--- config.mk ---
export PLATFORM = sky130hd
export DESIGN_NAME = sdram_arbiter
export DESIGN_NICKNAME = d
export VERILOG_FILES = /design/src/rtl/sdram_arb_pkg.sv /design/src/rtl/sdram_arbiter_rr_arb2.sv /design/src/rtl/sdram_arbiter.sv
export SDC_FILE = /design/constraint.sdc
export NUM_CORES = 1
export LEC_CHECK = 0
export ABC_AREA = 1
export BUFFER_PORTS_ARGS = -buffer_cell sky130_fd_sc_hd__buf_2
export CAP_MARGIN = 20
export CORE_AREA = 8 8 118 147
export CTS_BUF_LIST = sky130_fd_sc_hd__clkbuf_4 sky130_fd_sc_hd__clkbuf_8 sky130_fd_sc_hd__clkbuf_16
export DETAILED_ROUTE_END_ITERATION = 8
export DIE_AREA = 0 0 126 155
export GPL_TIMING_DRIVEN = 0
export HOLD_SLACK_MARGIN = 0.03
export PLACE_DENSITY_LB_ADDON = 0.3
export SYNTH_ARGS = -nofsm -noshare
export SYNTH_HDL_FRONTEND = slang
export SYNTH_SLANG_ARGS = --single-unit
export TNS_END_PERCENT = 20
--- constraint.sdc ---
create_clock -name clk -period 1.8 [get_ports clk]
set_clock_uncertainty 0.15 [all_clocks]
set_input_delay 0.36 -clock clk [delete_from_list [all_inputs] [get_ports clk]]
set_output_delay 0.36 -clock clk [all_outputs]
set_load 0.01 [all_outputs]
--- src/rtl/sdram_arb_pkg.sv ---
// sdram_arb_pkg: shared state encoding, owner indices and error-data default for the SDRAM arbiter
package sdram_arb_pkg;
  typedef enum logic [1:0] {
    IDLE    = 2'd0,
    ISSUE   = 2'd1,
    SETTLE  = 2'd2,
    WAIT_RD = 2'd3
  } state_t;
  localparam logic [31:0] ERR_DATA_DEF = 32'hDEAD_BEEF;
  localparam logic OWNER0 = 1'b0;
  localparam logic OWNER1 = 1'b1;
endpackage

--- src/rtl/sdram_arbiter_rr_arb2.sv ---
// rr_arb2: combinational two-request round-robin picker; a lone request wins, a tie goes to the port that is not rr_last
module rr_arb2 (
  input  logic [1:0] valid,
  input  logic       rr_last,
  output logic       grant,
  output logic       owner
);
  assign grant = |valid;
  assign owner = &valid ? ~rr_last : valid[1];
endmodule

--- src/rtl/sdram_arbiter.sv ---
// sdram_arbiter: round-robin sharing of one SDRAM controller user port between two requesters, with read watchdog and sticky error flags
module sdram_arbiter
  import sdram_arb_pkg::*;
#(
  parameter int                ADDR_W   = 23,
  parameter int                DATA_W   = 32,
  parameter int                RD_BEATS = 1,
  parameter int                TIMEOUT  = 1023,
  parameter logic [DATA_W-1:0] ERR_DATA = DATA_W'(ERR_DATA_DEF)
) (
  input  logic              clk,
  input  logic              rst_n,
  input  logic              req0_valid,
  input  logic              req0_rw,
  input  logic [ADDR_W-1:0] req0_addr,
  input  logic [DATA_W-1:0] req0_wdata,
  output logic              req0_ready,
  output logic              req0_rvalid,
  output logic [DATA_W-1:0] req0_rdata,
  input  logic              req1_valid,
  input  logic              req1_rw,
  input  logic [ADDR_W-1:0] req1_addr,
  input  logic [DATA_W-1:0] req1_wdata,
  output logic              req1_ready,
  output logic              req1_rvalid,
  output logic [DATA_W-1:0] req1_rdata,
  output logic [ADDR_W-1:0] sd_user_addr,
  output logic              sd_rw,
  output logic [DATA_W-1:0] sd_data_in,
  output logic              sd_in_valid,
  input  logic              sd_busy,
  input  logic [DATA_W-1:0] sd_data_out,
  input  logic              sd_out_valid,
  output logic              err_timeout,
  output logic              err_stray,
  input  logic              err_clr
);
  localparam int TW = $clog2(TIMEOUT + 1);
  localparam int BW = $clog2(RD_BEATS + 1);
  state_t state, state_d;
  logic rr_last, owner, grant, pick;
  logic take, issue, real_beat, err_beat, beat_v;
  logic [BW-1:0] beat;
  logic [TW-1:0] tcnt;
  logic [DATA_W-1:0] beat_data;
  rr_arb2 u_arb (
    .valid   ({req1_valid, req0_valid}),
    .rr_last (rr_last),
    .grant   (grant),
    .owner   (pick)
  );
  assign beat_v    = real_beat | err_beat;
  assign beat_data = real_beat ? sd_data_out : ERR_DATA;
  always_comb begin
    state_d   = state;
    take      = 1'b0;
    issue     = 1'b0;
    real_beat = 1'b0;
    err_beat  = 1'b0;
    case (state)
      IDLE: if (grant) begin
        take    = 1'b1;
        state_d = ISSUE;
      end
      ISSUE: if (!sd_busy) begin
        issue   = 1'b1;
        state_d = SETTLE;
      end
      SETTLE: state_d = sd_rw ? IDLE : WAIT_RD;
      WAIT_RD: begin
        real_beat = sd_out_valid;
        err_beat  = !sd_out_valid && tcnt == TW'(TIMEOUT);
        if ((real_beat || err_beat) && beat == BW'(RD_BEATS - 1)) state_d = IDLE;
      end
      default: state_d = IDLE;
    endcase
  end
  always_ff @(posedge clk or negedge rst_n) begin
    if (!rst_n) begin
      state        <= IDLE;
      rr_last      <= OWNER1;
      owner        <= OWNER0;
      beat         <= '0;
      tcnt         <= '0;
      req0_ready   <= 1'b0;
      req1_ready   <= 1'b0;
      req0_rvalid  <= 1'b0;
      req1_rvalid  <= 1'b0;
      req0_rdata   <= '0;
      req1_rdata   <= '0;
      sd_user_addr <= '0;
      sd_rw        <= 1'b0;
      sd_data_in   <= '0;
      sd_in_valid  <= 1'b0;
      err_timeout  <= 1'b0;
      err_stray    <= 1'b0;
    end else begin
      state       <= state_d;
      req0_ready  <= take && pick == OWNER0;
      req1_ready  <= take && pick == OWNER1;
      sd_in_valid <= issue;
      if (take) begin
        rr_last      <= pick;
        owner        <= pick;
        sd_user_addr <= pick ? req1_addr : req0_addr;
        sd_rw        <= pick ? req1_rw : req0_rw;
        sd_data_in   <= pick ? req1_wdata : req0_wdata;
      end
      beat <= state == SETTLE ? '0 : beat + BW'(beat_v);
      tcnt <= state == SETTLE ? '0 : (state == WAIT_RD && tcnt != TW'(TIMEOUT)) ? tcnt + 1'b1 : tcnt;
      req0_rvalid <= beat_v && owner == OWNER0;
      req1_rvalid <= beat_v && owner == OWNER1;
      if (beat_v && owner == OWNER0) req0_rdata <= beat_data;
      if (beat_v && owner == OWNER1) req1_rdata <= beat_data;
      err_timeout <= err_beat | (err_timeout & ~err_clr);
      err_stray   <= (sd_out_valid && state != WAIT_RD) | (err_stray & ~err_clr);
    end
  end
endmodule

==> reports/qor.csv <==
metric,value,unit
status,finished clean,
CTS buffer count,17,
post-DP HPWL,14900,um
FILL cells,1201,
clk_lat worst skew,0.42,ns
Die Area,19500,um^2
area growth from synthesis to layout,57.1,%
CORE AREA,15200,um^2
post-synth top area cell,dfrtp_1,
FMAX,561,MHz
IO Port Bufs,277,
drc violations,0,
Mapped Area,6290,um^2
DRC marker count from the first detailed-route iteration,577,
initial antenna violation count,0,
total power,15400,uW
row cnt,51,
Post-synth EDFFs,0,
Setup crit end kind,flop,
Worst EP required,1.95,ns
DIE WIDTH,126,um
Total Routing Usage GR,0.232,
total of max-cap violations,0,
global-route wire length before repair,35900,um
Placement Cell Area,7940,um^2
Final period util,0.990,
Slew @ Worst Pin,0.584,ns
relative slew slack,0.610,
Netlist cell types,27,
Setup-failing EPs final,0,
# IOs,278,
Placer Congestion,0.921,
number of global-route vias before repair,7072,
DR WL/cell,16.7,um
HP Class,input port to flop,
Initial Util,0.414,
CP max FO,10,
Root Driver,clkbuf_16,
worst path arrival time,1.93,ns
vias per std cell,4.99,
Overflow after GRT,0,
Total Wirelength,22800,um
crit path launch type,flop,
Vias,6801,
NumNets Final,1314,
sequential area share after synthesis,0.565,
share of cells above drive strength 1,0.343,
max-slew violations,0,
post-synthesis area per instance,8.42,um^2
RSZ-0062 raised after global routing,true,
Die Ht,155,um
"Hold Vio Cnt, Final",0,
Setup Crit Path Kind,flop to flop,
leakage power,0.00519,uW
cells after synthesis,747,
power density over cell area,1560,nW/um^2
worst vdd ir,0.763,mV
Yosys reg bits,142,
fin crit period,1.78,ns
clock sinks,142,
post-route ant nets,0,
Reg area,3550,um^2
clock-pin transition on the worst setup and hold timing paths,0.06,ns
pin count of the biggest net entering global routing,89,
Syn Nets,899,
post-synth top area share,0.561,
clock buffer depth,2,
post-route cell area,9880,um^2
synth warn,0,
Post-synth ARST share,1.00,
Synth area leaders,"dfrtp_1 56%, nand2_1 19%, nand3_1 5.4%, o21ai_1 4.1%, or2_2 2.5%",
setup TNS,0,ns
r2r setup slk,0.02,ns
area of the multi-input gates,2420,um^2
First-pass DRT Iterations,5,
"Top FF cell, synth",dfrtp_1,
CTS tree,built,
# H-tree levels,4,
-- area by class of cell --
class,instances,share of cell area
multi-input cells,536,0.245
clock inverters,10,0.0163
diodes,4,0.00101
repair buffers,396,0.262
flip-flops and latches,142,0.360
inverters,27,0.0103
plain buffers,42,0.0332
clock buffers,21,0.0480
well taps,185,0.0234
-- Yosys cell counts, types with 2 or more instances --
cell / count
a21oi_1: 3
nor3_1: 2
inv_2: 2
nand4_1: 2
o21ai_1: 51
buf_2: 12
inv_1: 25
nand3_1: 68
clkbuf_1: 14
o21ai_0: 26
nor2_1: 18
a31oi_1: 2
dfrtp_1: 141
buf_4: 3
or2_2: 25
buf_6: 12
nand2_1: 326
nand2_2: 2
nand2_4: 2
nor2_4: 4
-- final timing paths --
kind / startpoint / endpoint / cells past startpoint
setup / recovery: tcnt[0]$_DFFE_PN0P_ / req0_rdata[29]$_DFFE_PN0P_ / 10
hold / removal: req1_wdata[22] / sd_data_in[22]$_DFFE_PN0P_ / 3
setup reg to reg: tcnt[0]$_DFFE_PN0P_ / req0_rdata[29]$_DFFE_PN0P_ / 10
hold reg to reg: rr_last$_DFFE_PN1P_ / rr_last$_DFFE_PN1P_ / 2
max in group asynchronous: rst_n / sd_user_addr[1]$_DFFE_PN0P_ / 3
min in group asynchronous: rst_n / tcnt[0]$_DFFE_PN0P_ / 2
-- report_power, final --
group	leakage (uW)	internal, uW	total [uW]	switching [uW]
Clock	0.000316	2440	3750	1320
Sequential	0.00178	4610	5420	812
Combinational	0.00310	2460	6210	3750
Total	0.00519	9500	15400	5880
-- per-layer routing --
layer | share of wire | GRT usage | routed length (um) | up-vias
met3 | 0.076 | 0.0743 | 1740 | 92
li1 | - | - | - | 3211
met2 | 0.51 | 0.396 | 11600 | 299
met1 | 0.36 | 0.245 | 8270 | 3199
met5 | 0 | 0 | 0 | -
met4 | 0.053 | 0.146 | 1220 | 0
-- critical path, stage by stage, from the launching register on --
cell,delay [ns]
dfrtp_1,0.36
ha_2,0.19
nand2_2,0.08
nor2_4,0.12
nand3_4,0.10
nand2_4,0.09
nand2_4,0.08
buf_8,0.15
buf_6,0.14
o21ai_1,0.14
nand2_1,0.06
-- cells in the final DEF (no fill, tap or decap) --
master,netlist,layout
nand2_2,2,4
dlygate4sd3_1,0,114
a21boi_1,0,1
inv_1,25,25
buf_16,0,1
nor2_1,18,17
clkbuf_16,0,17
nand2_1,326,324
or2_2,25,25
clkbuf_8,0,3
bufinv_16,0,4
nand4_1,2,2
clkbuf_4,0,6
nand2_4,2,2
o32ai_1,1,1
a31oi_1,2,2
buf_4,3,6
dfrtp_1,141,141
dfstp_2,1,1
diode_2,0,4
o21ai_2,0,14
nand3_4,1,1
nor2_4,4,4
clkbuf_2,1,3
buf_8,0,1
inv_2,2,2
nor3_1,2,1
a21oi_1,3,3
o21ai_0,26,24
clkinv_2,0,3
clkinv_4,0,3
buf_6,12,17
o22ai_1,1,1
nor2_2,0,1
buf_2,12,283
ha_2,0,1
nand3_1,68,68
nor3_2,0,1
o21ai_1,51,39
clkbuf_1,14,8
-- repair_timing --
action,CTS,global route
setup buffers,4,0
endpoints found under the hold margin,112,0
gates resized for setup,12,39
pin swaps,2,2
hold buffers,114,0
endpoints found under the setup margin,107,114
-- state kept, by name, indices dropped and copies added, names as in the netlist, 2 cells and up --
| register | flops |
|---|---|
| tcnt | 10 |
| state | 2 |
| sd_user_addr | 23 |
| sd_data_in | 32 |
| req0_rdata | 32 |
| req1_rdata | 32 |
-- cells by family (layout without fill, tap and decap cells) --
group | count (synthesis) | after routing | share of synthesized area
flops | 142 | 142 | 0.565
buf+inv | 69 | 496 | 0.0599
other cells | 0 | 4 | 0
simple gates | 450 | 450 | 0.303
fa+ha+maj | 1 | 1 | 0.00199
compound gates | 85 | 85 | 0.0693
-- through the flow --
stage	cells	setup slack, ns	hold WS, ns	util
after detailed placement	1210	-0.109	0.212	0.523
after global placement	1209	-1.89	0.305	0.521
after CTS	1359	-0.00222	0.0444	0.644
final	1363	0.0186	0.0740	0.650
after floorplan	747	0.0948	-0.0856	-
after global routing	1359	-0.111	0.0821	0.650
Power figures use the tool's default switching activity.
